**config.mk**
```make
export PLATFORM = sky130hd
export DESIGN_NAME = pipe_stage_reg
export DESIGN_NICKNAME = d
export VERILOG_FILES = /design/src/rtl/pipe_stage_reg.sv
export SDC_FILE = /design/constraint.sdc
export NUM_CORES = 1
export LEC_CHECK = 0
export CORE_MARGIN = 5
export CORE_UTILIZATION = 40
export DETAILED_ROUTE_END_ITERATION = 6
export PLACE_DENSITY = 0.8
export SETUP_SLACK_MARGIN = 0.3
export SLEW_MARGIN = 20
export SYNTH_ARGS = -nofsm -noshare
export SYNTH_HDL_FRONTEND = slang
export SYNTH_SLANG_ARGS = --single-unit
```
**constraint.sdc**
```tcl
create_clock -name clk -period 1.9 [get_ports clk]
set_input_delay 0.38 -clock clk [delete_from_list [all_inputs] [get_ports clk]]
set_output_delay 0.38 -clock clk [all_outputs]
set_load 0.02 [all_outputs]
```
**src/rtl/pipe_stage_reg.sv**
```systemverilog
// Parametrised pipeline stage register: DEPTH stages of {valid, data, ctrl} with
// stall/flush control and a saturating count of bubbles written into stage 0.
module pipe_stage_reg #(
  parameter int                 DATA_W            = 116,
  parameter int                 CTRL_W            = 12,
  parameter int                 DEPTH             = 1,
  parameter logic [CTRL_W-1:0]  CTRL_BUBBLE       = '0,
  parameter bit                 CLR_DATA_ON_FLUSH = 1'b0,
  parameter bit                 FLUSH_ALL         = 1'b0,
  parameter int                 CNT_W             = 16
) (
  input  logic              clk,
  input  logic              rst,
  input  logic              stall_in,
  input  logic              flush_in,
  input  logic              valid_in,
  input  logic [DATA_W-1:0] data_in,
  input  logic [CTRL_W-1:0] ctrl_in,
  output logic              valid_out,
  output logic [DATA_W-1:0] data_out,
  output logic [CTRL_W-1:0] ctrl_out,
  output logic [CNT_W-1:0]  bubble_cnt
);

  logic [DEPTH-1:0]  valid_q;
  logic [DATA_W-1:0] data_q [DEPTH];
  logic [CTRL_W-1:0] ctrl_q [DEPTH];

  logic [DEPTH-1:0]  valid_d;
  logic [DATA_W-1:0] data_d [DEPTH];
  logic [CTRL_W-1:0] ctrl_d [DEPTH];

  logic load;
  logic bubble_wr;

  // Flush overrides stall, so a flushed edge always moves the pipe.
  assign load      = flush_in | ~stall_in;
  assign bubble_wr = flush_in | (~stall_in & ~valid_in);

  always_comb begin
    for (int i = 0; i < DEPTH; i++) begin
      logic              src_v;
      logic [DATA_W-1:0] src_d;
      logic [CTRL_W-1:0] src_c;
      logic              kill;
      if (i == 0) begin
        src_v = valid_in;
        src_d = data_in;
        src_c = valid_in ? ctrl_in : CTRL_BUBBLE;
      end else begin
        src_v = valid_q[i-1];
        src_d = data_q[i-1];
        src_c = ctrl_q[i-1];
      end
      kill       = flush_in & ((i == 0) | FLUSH_ALL);
      valid_d[i] = src_v & ~kill;
      ctrl_d[i]  = kill ? CTRL_BUBBLE : src_c;
      data_d[i]  = (kill && CLR_DATA_ON_FLUSH) ? '0 : src_d;
    end
  end

  always_ff @(posedge clk or negedge rst) begin
    if (!rst) begin
      valid_q <= '0;
      for (int i = 0; i < DEPTH; i++) begin
        data_q[i] <= '0;
        ctrl_q[i] <= CTRL_BUBBLE;
      end
    end else if (load) begin
      valid_q <= valid_d;
      for (int i = 0; i < DEPTH; i++) begin
        data_q[i] <= data_d[i];
        ctrl_q[i] <= ctrl_d[i];
      end
    end
  end

  // Saturates at all-ones so the debug path never sees a wrap.
  always_ff @(posedge clk or negedge rst) begin
    if (!rst)
      bubble_cnt <= '0;
    else if (bubble_wr && (bubble_cnt != {CNT_W{1'b1}}))
      bubble_cnt <= bubble_cnt + CNT_W'(1);
  end

  assign valid_out = valid_q[DEPTH-1];
  assign data_out  = data_q[DEPTH-1];
  assign ctrl_out  = ctrl_q[DEPTH-1];

endmodule

```
==> flow_metrics.tcl <==
set metrics [dict create \
    status "finished clean" \
    ys_types 36 \
    grt_pass1_wl_um 26970 \
    syn_inst 598 \
    pwr-share-clk_pct 38.2 \
    cts_root_buf "clkbuf_16" \
    ant_nets 0 \
    antenna_found_initial 0 \
    ys_ff_latch 145 \
    p_total_mw 9.124 \
    ys_warn_count 0 \
    p_switching_mw 2.563 \
    numCtsBuffers 17 \
    drt_iter0_drc 201 \
    grt_max_degree 60 \
    worstPathRequired_ns 2.20 \
    p_sw_share_pct 28.09 \
    gp_congestion 0.8516 \
    drc 0 \
    tns_ns 0 \
    num_rows 43 \
    cts.sinks 145 \
    cts_tree "yes" \
    dpl.hpwl_um 12600 \
    final_util_pct 67.89 \
    wirelength_um 17300 \
    fin_crit_ns 1.564 \
    dp_cells 1046 \
    ys_top_cells_by_area "dfrtp_1, nand2_1, a22o_1, xor2_1, clkbuf_1" \
    fp.dieH_um 128.7 \
    die_area_um2 16560 \
    yosysMostFrequentCell "nand2_1" \
    synthToLayoutAreaGrowth_pct 66.66 \
    overflow 0 \
    async_flop_share_pct 100.0 \
    hold_viol_final 0 \
    drv_cap 0 \
    syn_avg_cell_area_um2 9.420 \
    path_class "reg -> reg" \
    dieWidth_um 128.7 \
    port_buffers 277 \
    drive_gt1_share_pct 10.71 \
    nets 1027 \
    startpoint_type "register" \
    clk_latency_ns 0.41 \
    drtPass1Iterations 5 \
    vias 5091 \
    fin_crit_sh_pct 82.33 \
    syn-cell-area_um2 5633 \
    place_ws_ns -0.1001 \
    yosys.area.top_type "dfrtp_1" \
    pin_count 278 \
    peakVddDrop_uv 760.2 \
    seqPwrFrac_pct 40.5 \
    hp-class "reg -> reg" \
    grt_usage_pct 20.76 \
    grt_setup_unrepaired "true" \
    p_int_mw 6.561 \
    synth_top_area_share_pct 64.42 \
    post_drt_wl_per_cell_um 15.93 \
    fin_skew_ns 0.006756 \
    antenna_cells 0 \
    ys_top_cells_by_count "nand2_1, dfrtp_1, clkbuf_1, a22o_1, buf_2" \
    synth_edf_count 0 \
    worst_ep_arrival_time_ns 1.87 \
    clk_pin_slew_ns 0.06 \
    fin_cells 1086 \
    finalSetupViolCount 0 \
    via_per_inst 4.688 \
    grt_pass1_vias 5260 \
    combPwrFrac_pct 21.3 \
    setup_slack_ns 0.3357 \
    relSlewSlack_pct 67.94 \
    synth_seq_area_share_pct 64.42 \
    core_region_area_um2 13830 \
    leakage_nw 4.801 \
    worstPathMaxFanout 5 \
    worstMarginPinSlew_ns 0.4809 \
    h-tree-depth 4 \
    start_util_pct 40.74 \
    cp-end-kind "register" \
    synth_nets 732 \
    ys.flop_type "dfrtp_1" \
    powerDensity_nw_per_um2 971.9 \
    cts_buffer_depth 2 \
    maxSlewViolCount 0 \
    clock.fmax_mhz 639.3 \
]
[logic make-up (layout without fill, tap and decap cells)]
group / after synthesis / count (layout) / synth area share (%)
mux: 2 / 2 / 0.4664
fa+ha+maj: 1 / 1 / 0.2221
buf+inv: 28 / 336 / 2.088
xor+xnor: 11 / 11 / 1.710
compound gates: 21 / 21 / 2.932
simple gates: 390 / 390 / 28.17
flops: 145 / 145 / 64.42
[state kept, by name, summed over array words and instances, names as in the netlist]
| name | cells |
|---|---|
| data_out | 116 |
| bubble_cnt | 16 |
| ctrl_out | 12 |
| valid_out | 1 |
[per-stage QoR]
step           hold slack, ns  instance area (um2)
6_report               0.4565                 9388
5_1_grt                0.4721                 9388
4_1_cts                0.4623                 9324
3_5_place_dp           0.3549                 8805
3_3_place_gp           0.3578                 8805
2_1_floorplan         0.08441                 5635
[power groups by stage]
stage	clock network, mW	logic (mW)	registers [mW]
2_1_floorplan	0	0.500	4.09
3_3_place_gp	0	2.06	3.72
3_5_place_dp	0	2.08	3.73
4_1_cts	3.56	1.94	3.68
5_1_grt	3.68	2.10	3.75
6_report	3.49	1.94	3.70
[metal layers]
| metal | up-vias | global-route usage [%] | wire [um] |
|---|---|---|---|
| met5 | - | 0 | 0 |
| met4 | 0 | 9.883 | 610 |
| met3 | 44 | 6.766 | 1479 |
| met2 | 199 | 34.33 | 8513 |
| met1 | 2383 | 24.51 | 6696 |
| li1 | 2465 | - | - |
[area by class of cell]
type | instances | area [um2]
clock buffers | 22 | 464.2
clock inverters | 10 | 157.7
fillers | 1159 | 4439
multi-input cells | 425 | 1963
flip-flops and latches | 145 | 3646
well taps | 180 | 225.2
repair buffers | 304 | 2932
[critical path, stage by stage, from the launching register on]
cell and delay (ns):
dfrtp_2 0.42, nand4_1 0.23, nor4_4 0.41, nor2_2 0.09
mux2_4 0.30
[final timing paths]
path	depth (start not counted)	slack, ns	start	end
max in group asynchronous	3	0.84	rst	data_out[10]$_DFFE_PN0P_
hold / removal	2	0.46	data_out[76]$_DFFE_PN0P_	data_out[76]$_DFFE_PN0P_
hold reg to reg	2	0.46	data_out[76]$_DFFE_PN0P_	data_out[76]$_DFFE_PN0P_
setup reg to reg	4	0.34	bubble_cnt[9]$_DFFE_PN0P_	bubble_cnt[1]$_DFFE_PN0P_
setup / recovery	4	0.34	bubble_cnt[9]$_DFFE_PN0P_	bubble_cnt[1]$_DFFE_PN0P_
min in group asynchronous	2	0.49	rst	data_out[100]$_DFFE_PN0P_
[placed cells by master, fill, tap and decap left out, drive strengths merged, types with 4 or more instances in the layout]
master / n
nor2: 8
buf: 27
nor3: 4
nand3: 5
and3: 4
nand4: 7
clkdlybuf4s50: 131
xnor2: 4
clkbuf: 25
clkdlybuf4s15: 12
nand2: 352
bufinv: 4
a22o: 12
xor2: 7
dfrtp: 145
dlygate4sd2: 130
[what timing repair did]
item	4_1_cts	5_1_grt
setup buffers	5	2
gates cloned	0	0
endpoints found under the hold margin	43	0
gates resized for setup	162	26
hold buffers	1	0
pin swaps	3	3
endpoints found under the setup margin	147	24
Note: power is estimated with default switching activity, not from simulation.
